## src/rtl/baccarat_round_ctrl_if.sv

```systemverilog
// Signal bundle between the round controller and the card datapath / board I/O.
interface baccarat_round_ctrl_if #(
  parameter int unsigned TALLY_W = 8
);
  logic               start;
  logic [3:0]         pscore;
  logic [3:0]         dscore;
  logic [3:0]         pcard3;
  logic               load_pcard1;
  logic               load_pcard2;
  logic               load_pcard3;
  logic               load_dcard1;
  logic               load_dcard2;
  logic               load_dcard3;
  logic               player_win_light;
  logic               dealer_win_light;
  logic               busy;
  logic               done;
  logic [TALLY_W-1:0] player_wins;
  logic [TALLY_W-1:0] dealer_wins;
  logic [TALLY_W-1:0] ties;

  modport master (
    input  start, pscore, dscore, pcard3,
    output load_pcard1, load_pcard2, load_pcard3,
    output load_dcard1, load_dcard2, load_dcard3,
    output player_win_light, dealer_win_light, busy, done,
    output player_wins, dealer_wins, ties
  );

  modport slave (
    output start, pscore, dscore, pcard3,
    input  load_pcard1, load_pcard2, load_pcard3,
    input  load_dcard1, load_dcard2, load_dcard3,
    input  player_win_light, dealer_win_light, busy, done,
    input  player_wins, dealer_wins, ties
  );
endinterface

```

## src/rtl/baccarat_round_ctrl.sv

```systemverilog
// Punto-banco round sequencer: deals cards, applies third-card rules,
// latches result lights and keeps saturating win/tie tallies.
module baccarat_round_ctrl #(
  parameter int unsigned TALLY_W     = 8,
  parameter int unsigned RESULT_HOLD = 4,
  parameter int unsigned AUTO_RUN    = 0
) (
  input  logic                  slow_clock,
  input  logic                  resetb,
  baccarat_round_ctrl_if.master bus
);

  localparam int unsigned HOLD_W = (RESULT_HOLD > 1) ? $clog2(RESULT_HOLD) : 1;

  typedef enum logic [3:0] {
    S_IDLE    = 4'd0,
    S_DEAL_P1 = 4'd1,
    S_DEAL_D1 = 4'd2,
    S_DEAL_P2 = 4'd3,
    S_DEAL_D2 = 4'd4,
    S_EVAL    = 4'd5,
    S_DEAL_P3 = 4'd6,
    S_EVAL_D  = 4'd7,
    S_DEAL_D3 = 4'd8,
    S_RESULT  = 4'd9
  } state_t;

  state_t             state_q, state_d;
  logic [HOLD_W-1:0]  hold_q, hold_d;
  logic               plight_q, plight_d;
  logic               dlight_q, dlight_d;
  logic [TALLY_W-1:0] pwins_q, pwins_d;
  logic [TALLY_W-1:0] dwins_q, dwins_d;
  logic [TALLY_W-1:0] ties_q, ties_d;
  logic               done_q, busy_q;
  logic               ld_p1_q, ld_p2_q, ld_p3_q;
  logic               ld_d1_q, ld_d2_q, ld_d3_q;

  // Banker third-card table, keyed on banker score and the player's third card
  function automatic logic banker_draws(input logic [3:0] d, input logic [3:0] c);
    logic draw;
    draw = 1'b0;
    case (d)
      4'd0, 4'd1, 4'd2: draw = 1'b1;
      4'd3:             draw = (c != 4'd8);
      4'd4:             draw = (c >= 4'd2) && (c <= 4'd7);
      4'd5:             draw = (c >= 4'd4) && (c <= 4'd7);
      4'd6:             draw = (c >= 4'd6) && (c <= 4'd7);
      default:          draw = 1'b0;
    endcase
    return draw;
  endfunction

  always_ff @(posedge slow_clock or negedge resetb) begin
    if (!resetb) begin
      state_q  <= S_IDLE;
      hold_q   <= '0;
      plight_q <= 1'b0;
      dlight_q <= 1'b0;
      pwins_q  <= '0;
      dwins_q  <= '0;
      ties_q   <= '0;
      done_q   <= 1'b0;
      busy_q   <= 1'b0;
      ld_p1_q  <= 1'b0;
      ld_p2_q  <= 1'b0;
      ld_p3_q  <= 1'b0;
      ld_d1_q  <= 1'b0;
      ld_d2_q  <= 1'b0;
      ld_d3_q  <= 1'b0;
    end else begin
      state_q  <= state_d;
      hold_q   <= hold_d;
      plight_q <= plight_d;
      dlight_q <= dlight_d;
      pwins_q  <= pwins_d;
      dwins_q  <= dwins_d;
      ties_q   <= ties_d;
      done_q   <= (state_d == S_RESULT) && (state_q != S_RESULT);
      busy_q   <= (state_d != S_IDLE);
      ld_p1_q  <= (state_d == S_DEAL_P1);
      ld_d1_q  <= (state_d == S_DEAL_D1);
      ld_p2_q  <= (state_d == S_DEAL_P2);
      ld_d2_q  <= (state_d == S_DEAL_D2);
      ld_p3_q  <= (state_d == S_DEAL_P3);
      ld_d3_q  <= (state_d == S_DEAL_D3);
    end
  end

  // Next state, result latching and tally update; done_q marks the first RESULT cycle
  always_comb begin
    state_d  = state_q;
    hold_d   = hold_q;
    plight_d = plight_q;
    dlight_d = dlight_q;
    pwins_d  = pwins_q;
    dwins_d  = dwins_q;
    ties_d   = ties_q;

    case (state_q)
      S_IDLE:    if (bus.start) state_d = S_DEAL_P1;
      S_DEAL_P1: state_d = S_DEAL_D1;
      S_DEAL_D1: state_d = S_DEAL_P2;
      S_DEAL_P2: state_d = S_DEAL_D2;
      S_DEAL_D2: state_d = S_EVAL;
      S_EVAL: begin
        if ((bus.pscore >= 4'd8) || (bus.dscore >= 4'd8)) state_d = S_RESULT;
        else if (bus.pscore <= 4'd5)                      state_d = S_DEAL_P3;
        else if (bus.dscore <= 4'd5)                      state_d = S_DEAL_D3;
        else                                              state_d = S_RESULT;
      end
      S_DEAL_P3: state_d = S_EVAL_D;
      S_EVAL_D:  state_d = banker_draws(bus.dscore, bus.pcard3) ? S_DEAL_D3 : S_RESULT;
      S_DEAL_D3: state_d = S_RESULT;
      S_RESULT: begin
        if (done_q) begin
          hold_d = HOLD_W'(RESULT_HOLD - 1);
          if (bus.pscore > bus.dscore) begin
            plight_d = 1'b1;
            if (pwins_q != {TALLY_W{1'b1}}) pwins_d = pwins_q + TALLY_W'(1);
          end else if (bus.dscore > bus.pscore) begin
            dlight_d = 1'b1;
            if (dwins_q != {TALLY_W{1'b1}}) dwins_d = dwins_q + TALLY_W'(1);
          end else begin
            plight_d = 1'b1;
            dlight_d = 1'b1;
            if (ties_q != {TALLY_W{1'b1}}) ties_d = ties_q + TALLY_W'(1);
          end
          if (RESULT_HOLD <= 1) state_d = (AUTO_RUN != 0) ? S_DEAL_P1 : S_IDLE;
        end else begin
          hold_d = hold_q - HOLD_W'(1);
          if (hold_q <= HOLD_W'(1)) state_d = (AUTO_RUN != 0) ? S_DEAL_P1 : S_IDLE;
        end
      end
      default:   state_d = S_IDLE;
    endcase

    // Every entry into DEAL_P1 starts a fresh round with dark lights
    if ((state_d == S_DEAL_P1) && (state_q != S_DEAL_P1)) begin
      plight_d = 1'b0;
      dlight_d = 1'b0;
    end
  end

  assign bus.load_pcard1      = ld_p1_q;
  assign bus.load_pcard2      = ld_p2_q;
  assign bus.load_pcard3      = ld_p3_q;
  assign bus.load_dcard1      = ld_d1_q;
  assign bus.load_dcard2      = ld_d2_q;
  assign bus.load_dcard3      = ld_d3_q;
  assign bus.player_win_light = plight_q;
  assign bus.dealer_win_light = dlight_q;
  assign bus.busy             = busy_q;
  assign bus.done             = done_q;
  assign bus.player_wins      = pwins_q;
  assign bus.dealer_wins      = dwins_q;
  assign bus.ties             = ties_q;

endmodule

```

## src/flat_wrapper.sv

```systemverilog
// flat-port wrapper written by rule: the top's interface ports become plain ports
module baccarat_round_ctrl_flat 
#(
  parameter int unsigned TALLY_W     = 8,
  parameter int unsigned RESULT_HOLD = 4,
  parameter int unsigned AUTO_RUN    = 0
)
  (slow_clock, resetb, bus_start, bus_pscore, bus_dscore, bus_pcard3, bus_load_pcard1, bus_load_pcard2, bus_load_pcard3, bus_load_dcard1, bus_load_dcard2, bus_load_dcard3, bus_player_win_light, bus_dealer_win_light, bus_busy, bus_done, bus_player_wins, bus_dealer_wins, bus_ties);
  baccarat_round_ctrl_if #(.TALLY_W(TALLY_W)) bus_i ();
  input  logic slow_clock;
  input  logic resetb;
  input wire logic [$bits(bus_i.start)-1:0] bus_start;
  input wire logic [$bits(bus_i.pscore)-1:0] bus_pscore;
  input wire logic [$bits(bus_i.dscore)-1:0] bus_dscore;
  input wire logic [$bits(bus_i.pcard3)-1:0] bus_pcard3;
  output wire logic [$bits(bus_i.load_pcard1)-1:0] bus_load_pcard1;
  output wire logic [$bits(bus_i.load_pcard2)-1:0] bus_load_pcard2;
  output wire logic [$bits(bus_i.load_pcard3)-1:0] bus_load_pcard3;
  output wire logic [$bits(bus_i.load_dcard1)-1:0] bus_load_dcard1;
  output wire logic [$bits(bus_i.load_dcard2)-1:0] bus_load_dcard2;
  output wire logic [$bits(bus_i.load_dcard3)-1:0] bus_load_dcard3;
  output wire logic [$bits(bus_i.player_win_light)-1:0] bus_player_win_light;
  output wire logic [$bits(bus_i.dealer_win_light)-1:0] bus_dealer_win_light;
  output wire logic [$bits(bus_i.busy)-1:0] bus_busy;
  output wire logic [$bits(bus_i.done)-1:0] bus_done;
  output wire logic [$bits(bus_i.player_wins)-1:0] bus_player_wins;
  output wire logic [$bits(bus_i.dealer_wins)-1:0] bus_dealer_wins;
  output wire logic [$bits(bus_i.ties)-1:0] bus_ties;
  assign bus_i.start = bus_start;
  assign bus_i.pscore = bus_pscore;
  assign bus_i.dscore = bus_dscore;
  assign bus_i.pcard3 = bus_pcard3;
  assign bus_load_pcard1 = bus_i.load_pcard1;
  assign bus_load_pcard2 = bus_i.load_pcard2;
  assign bus_load_pcard3 = bus_i.load_pcard3;
  assign bus_load_dcard1 = bus_i.load_dcard1;
  assign bus_load_dcard2 = bus_i.load_dcard2;
  assign bus_load_dcard3 = bus_i.load_dcard3;
  assign bus_player_win_light = bus_i.player_win_light;
  assign bus_dealer_win_light = bus_i.dealer_win_light;
  assign bus_busy = bus_i.busy;
  assign bus_done = bus_i.done;
  assign bus_player_wins = bus_i.player_wins;
  assign bus_dealer_wins = bus_i.dealer_wins;
  assign bus_ties = bus_i.ties;
  baccarat_round_ctrl #(.TALLY_W(TALLY_W), .RESULT_HOLD(RESULT_HOLD), .AUTO_RUN(AUTO_RUN)) u_core (.slow_clock(slow_clock), .resetb(resetb), .bus(bus_i));
endmodule
```

## config.mk

```make
export PLATFORM = sky130hd
export DESIGN_NAME = baccarat_round_ctrl_flat
export DESIGN_NICKNAME = d
export VERILOG_FILES = /design/src/rtl/baccarat_round_ctrl_if.sv /design/src/rtl/baccarat_round_ctrl.sv /design/src/flat_wrapper.sv
export SDC_FILE = /design/constraint.sdc
export NUM_CORES = 1
export LEC_CHECK = 0
export CAP_MARGIN = 20
export CORE_MARGIN = 3
export CORE_UTILIZATION = 49
export DETAILED_ROUTE_END_ITERATION = 12
export GPL_TIMING_DRIVEN = 1
export PLACE_DENSITY = 0.79
export SLEW_MARGIN = 20
export SYNTH_ARGS = -nofsm -noshare
export SYNTH_HDL_FRONTEND = slang
export SYNTH_SLANG_ARGS = --single-unit
```

## constraint.sdc

```tcl
create_clock -name slow_clock -period 2.4 [get_ports slow_clock]
set_clock_uncertainty 0.1 [all_clocks]
set_input_delay 0.24 -clock slow_clock [delete_from_list [all_inputs] [get_ports slow_clock]]
set_output_delay 0.24 -clock slow_clock [all_outputs]
set_load 0.05 [all_outputs]
```

# After elaboration in Yosys (flattened, before gate mapping)
# Cells that the tools add are included.
# op_classes
muxes,20
n_lt_le_gt_ge,11
add_sub_neg,4
n_eq_ne,30
n_reduce_logical,17
n_bitwise,2
# ops
op,count
case mux 4 bit (10 select lines),1
"== test 4 x 3 -> 1 bit, second input constant",9
"adder 8 x 1 -> 8 bit, second input constant",3
"== test 4 x 2 -> 1 bit, second input constant",6
"inequality test 8 bit, second input constant",3
two-way mux 4 bit,5
"== test 4 bit, second input constant",4
"== test 4 x 1 -> 1 bit, second input constant",3
"less-or-equal comparator 4 x 3 -> 1 bit, second input constant",3
two-way mux 1 bit,12
AND reduction 5 bit,2
">= comparator 4 x 3 -> 1 bit, second input constant",2
">= comparator 4 bit, second input constant",2
greater-than comparator 4 bit,2
zero test 4 bit,2
"inequality test 4 bit, second input constant",2
AND reduction 3 bit,2
logical AND 1 bit,5
case mux 1 bit (5 select lines),1
">= comparator 4 x 2 -> 1 bit, second input constant",1
"inequality test 4 x 1 -> 1 bit, second input constant",1
AND reduction 4 bit,1
nonzero test 2 bit,2
nonzero test 4 bit,1
other kinds (8),9
# word_totals
input_bits,15
output_inout_bits,34
word_cells,99
ff_bits,40

# Logic depth before layout (Yosys ltp)
# depth
depth_word,10
ltp_mapped,7
depth_no_buf,7

# Least setup slack after synthesis
# OpenSTA, ideal clock, no wires.
# synth_timing
path_kind,register to register
from,register u_core.dwins_q[0] (netlist: u_core.bus.dealer_wins[0])
to,register u_core.dwins_q[1] (netlist: u_core.bus.dealer_wins[1])
synth_period_minus_slack_ns,2.119
setup_time_ns,0.125
t_arrival_ns,1.894
setup_slack_ns,0.281
path_buffers,0
t_required_ns,2.175
stages_incl_launch_ff,6
path_cell_list,dfrtp_1 -> ha_1 -> and3_1 -> and3_1 -> nor4_4 -> mux2_2
# synth_between
elab_chain_len,2
elab_cells_between_ends,3
cone_classes,add/sub: 1; eq/ne: 1; reduce/logical: 1
# synth_rtl
element,line_no,rtl
"start, declared",baccarat_round_ctrl.sv:33,"logic [TALLY_W-1:0] dwins_q, dwins_d;"
"start signal, assigned",baccarat_round_ctrl.sv:77,dwins_q <= dwins_d;
branches (longest 2 deep; another with adder 8 x 1 -> 8 bit),-,
# Parallel ways; which one is timed is not known.
# A chain may end at the register's enable or synchronous reset.

# Worst setup path in the final report
# layout_timing
from,input port bus_dscore[2]
to,register u_core.ties_q[1] (netlist: u_core.bus.ties[1])
# layout_between
elab_chain_len,3
elab_cells_between_ends,5
cone_classes,order compare: 2; bitwise: 2; reduce/logical: 1
# layout_rtl
element,line_no,rtl
"start, declared",flat_wrapper.sv:14,input wire logic [$bits(bus_i.dscore)-1:0] bus_dscore;
"greater-than comparator 4 bit, on equally long branches","baccarat_round_ctrl.sv:118, baccarat_round_ctrl.sv:121",
NOT 1 bit (no source line),-,
AND reduction 5 bit (no source line) *,-,
"end signal, assigned",baccarat_round_ctrl.sv:78,ties_q <= ties_d;
"end, declared",baccarat_round_ctrl.sv:34,"logic [TALLY_W-1:0] ties_q, ties_d;"
# Every way passes the cells marked *; elsewhere a longest branch is shown, timed or not.

==> run_results.csv <==
group,metric,value,unit
timing,max_freq,460,MHz
drt,wl_per_cell,13.3,um
logic_synthesis,yosysSeqAreaShare,0.497,
layout,fin_util,0.706,
drt,vias,1609,
floorplan,start_util,0.531,
clock_tree,cts_max_path_buffers,2,
clock_tree,clk_pin_slew,0.07,ns
drt,routed_via_density,5.44,
layout,drive_above_1_share,0.109,
layout,final_cell_mix,"47 x clkdlybuf4s50_1, 40 x dfrtp_1, 15 x inv_1",
clock_tree,cts_tree,"yes",
timing,tns,0,ns
clock_tree,cts_sinks,40,
critical_path,crit_path_end_kind,"flop",
critical_path,timing.rr.start,"u_core.state_q[2]",
run_status,run_status,"finished, final reports clean",
power_and_ir_drop,power_leakage,1.25,nW
power_and_ir_drop,power,2.19,mW
hold_path,hold_path.class,"flop to flop",
critical_path,path_class,"primary input to flop",
global_route,grt_pass1_vias,1548,
floorplan,fp.dieH,70.1,um
layout,area_growth,33.0,%
timing,period_needed,2.17,ns
critical_path,worstPathRequired,2.48,ns
power_and_ir_drop,p_switching,0.877,mW
critical_path,crit_end,"u_core.bus.ties[1]",
layout,final_common_cell,"clkdlybuf4s50_1",
logic_synthesis,synthCells,187,
critical_path,crit_path_max_fanout,5,
power_and_ir_drop,sw_frac_of_total,0.400,
clock_tree,clk_latency,0.29,ns
timing,setup_viol,0,
drt,first_iter_violations,102,
critical_path,r2r-end,"u_core.bus.ties[7]",
power_and_ir_drop,p_seq_frac,0.426,
floorplan,rows,22,
drt,drt-total-wl,3.93,mm
clock_tree,root_buffer,"clkbuf_8",
critical_path,crit_path_start_kind,"primary input",
logic_synthesis,syn_avg_cell_area,10.8,um2
drt,first_pass_iters,4,
placement,dp_hpwl,2.98,mm
timing,slew-limit-headroom,0.432,
layout,nNetsFinal,273,
timing,max_slew.worst_pin.slew,0.851,ns
critical_path,rr_worst_depth,5,
run,cap_violations,0,
timing,drv_slew,0,
drt,drc,0,
placement,place_congestion,0.821,
placement,io_buffers,48,
logic_synthesis,yosysWarnings,0,
global_route,grt_max_degree,41,
logic_synthesis,synth_cell_types,41,
critical_path,critical_path_arrival,2.25,ns
power_and_ir_drop,irDropWorstVdd,0.000533,V
power_and_ir_drop,power_density,818,nW/um2
floorplan,ios,49,
global_route,overflow,0,
global_route,antenna_found_initial,0,
clock_tree,cts_htree_levels,2,
floorplan,die_w,70.1,um
critical_path,cp-startpoint,"bus_dscore[2]",
timing,rsz0062_at_grt,"no",
logic_synthesis,synth_seq_cells,40,
floorplan,core,3800,um2
floorplan,dieArea,4920,um2
timing,finalHoldViolCount,0,
layout,n_antenna_cell,0,
timing,fin_crit_sh,0.906,
global_route,grt_pass1_wl,6.69,mm
global_route,track_usage,0.168,
clock_tree,cts_made_buffers,5,
critical_path,reg2reg_slack,0.35,ns
logic_synthesis,synthesis.area,2020,um2
power_and_ir_drop,p_clk_frac,0.178,
logic_synthesis,synth_nets,210,
power_and_ir_drop,pwr-share-comb,0.395,
power_and_ir_drop,p_int,1.32,mW
drt,ant_nets,0,
## sequential cells by signal (all words and copies together) (netlist names)
name,flops
u_core.bus.ties,8
u_core.bus.player_win_light,1
u_core.bus.load_pcard3,1
u_core.bus.busy,1
u_core.bus.load_pcard2,1
u_core.bus.player_wins,8
u_core.bus.dealer_wins,8
u_core.bus.load_pcard1,1
u_core.bus.dealer_win_light,1
u_core.bus.load_dcard3,1
u_core.state_q,4
u_core.bus.load_dcard1,1
u_core.hold_q,2
u_core.bus.load_dcard2,1
u_core.bus.done,1
## per-stage QoR
stage,instance area [um2],std cells,hold WS (ns),setup slack [ns]
2_1_floorplan,2020,187,-0.156,0.281
3_3_place_gp,2600,290,0.302,-0.142
3_5_place_dp,2600,290,0.303,-0.221
4_1_cts,2680,296,0.403,0.0886
5_1_grt,2680,296,0.429,0.0784
6_report,2680,296,0.392,0.226
## power groups by stage
stage | Sequential, mW | Clock, mW | Combinational (mW)
2_1_floorplan | 1.13 | 0 | 0.420
3_3_place_gp | 0.937 | 0 | 0.846
3_5_place_dp | 0.945 | 0 | 0.866
4_1_cts | 0.934 | 0.405 | 0.872
5_1_grt | 0.954 | 0.436 | 0.933
6_report | 0.935 | 0.391 | 0.868
## final cells by class
class                           count  area (um2)
Clock buffer                        5        68.8
Fill cell                         303        1120
Inverter                           15        56.3
Multi-Input combinational cell    126         912
Sequential cell                    40        1000
Tap cell                           48        60.1
Timing Repair Buffer               62         583
## per-layer routing
| metal | global-route usage | vias up | routed length, um |
|---|---|---|---|
| met5 | 0 | - | 0 |
| met4 | 0.0638 | 0 | 61 |
| met3 | 0.0460 | 6 | 191 |
| met2 | 0.293 | 39 | 1950 |
| met1 | 0.197 | 777 | 1730 |
| li1 | - | 787 | - |
## synthesized netlist by cell type, drive strengths merged
master / number / area share
and2: 1 / 0.0031
dfrtp: 40 / 0.50
inv: 15 / 0.028
a2111oi: 1 / 0.0043
and4bb: 1 / 0.0062
nand2: 9 / 0.020
a41oi: 2 / 0.0087
nor3: 11 / 0.027
nor4: 3 / 0.017
a21oi: 6 / 0.015
and3: 4 / 0.012
buf: 5 / 0.023
nor2b: 2 / 0.0062
nor4b: 2 / 0.0087
a31oi: 1 / 0.0031
and4: 2 / 0.0087
nand3b: 1 / 0.0037
xnor2: 8 / 0.035
ha: 8 / 0.050
o2111ai: 2 / 0.015
nor2: 13 / 0.024
a211oi: 3 / 0.011
mux2: 3 / 0.017
nor4bb: 1 / 0.0050
nor3b: 1 / 0.0037
o21ai: 5 / 0.012
or4: 1 / 0.0037
a211o: 1 / 0.0043
clkbuf: 1 / 0.0019
o21a: 2 / 0.0074
a311oi: 2 / 0.0087
nand3: 7 / 0.017
mux2i: 1 / 0.0050
nand2b: 3 / 0.0093
xor2: 13 / 0.056
nand4: 5 / 0.016
nand4bb: 1 / 0.0056
## critical path, cell delays in order
cell	delay (ns)
clkdlybuf4s50_1	0.49
inv_1	0.06
ha_1	0.30
o21ai_0	0.22
a21oi_2	0.13
o2111ai_2	0.29
buf_4	0.20
mux2_2	0.32
## logic make-up after synthesis
kind of cell	synth area share
flops	0.497
simple gates	0.198
compound gates	0.0900
xor+xnor	0.0912
mux	0.0217
fa+ha+maj	0.0497
buf+inv	0.0528
## worst min path at each step
stage	startpoint	to	slack [ns]	depth (start not counted)
finish	u_core.bus.dealer_wins[7]	u_core.bus.dealer_wins[7]	0.39	1
global placement	resetb	u_core.bus.dealer_wins[5]	0.30	1
detailed placement	resetb	u_core.bus.dealer_wins[5]	0.30	1
floorplan	resetb	u_core.bus.busy	-0.16	0
CTS	u_core.bus.dealer_wins[7]	u_core.bus.dealer_wins[7]	0.40	1
global route	u_core.bus.dealer_wins[7]	u_core.bus.dealer_wins[7]	0.43	1
## timing repair
action | CTS | global route
hold buffers | 1 | 0
endpoints found under the setup margin | 0 | 6
resized for setup | 0 | 1
setup buffers | 0 | 0
hold endpoints to repair | 40 | 0
(Power assumes the default switching activity.)
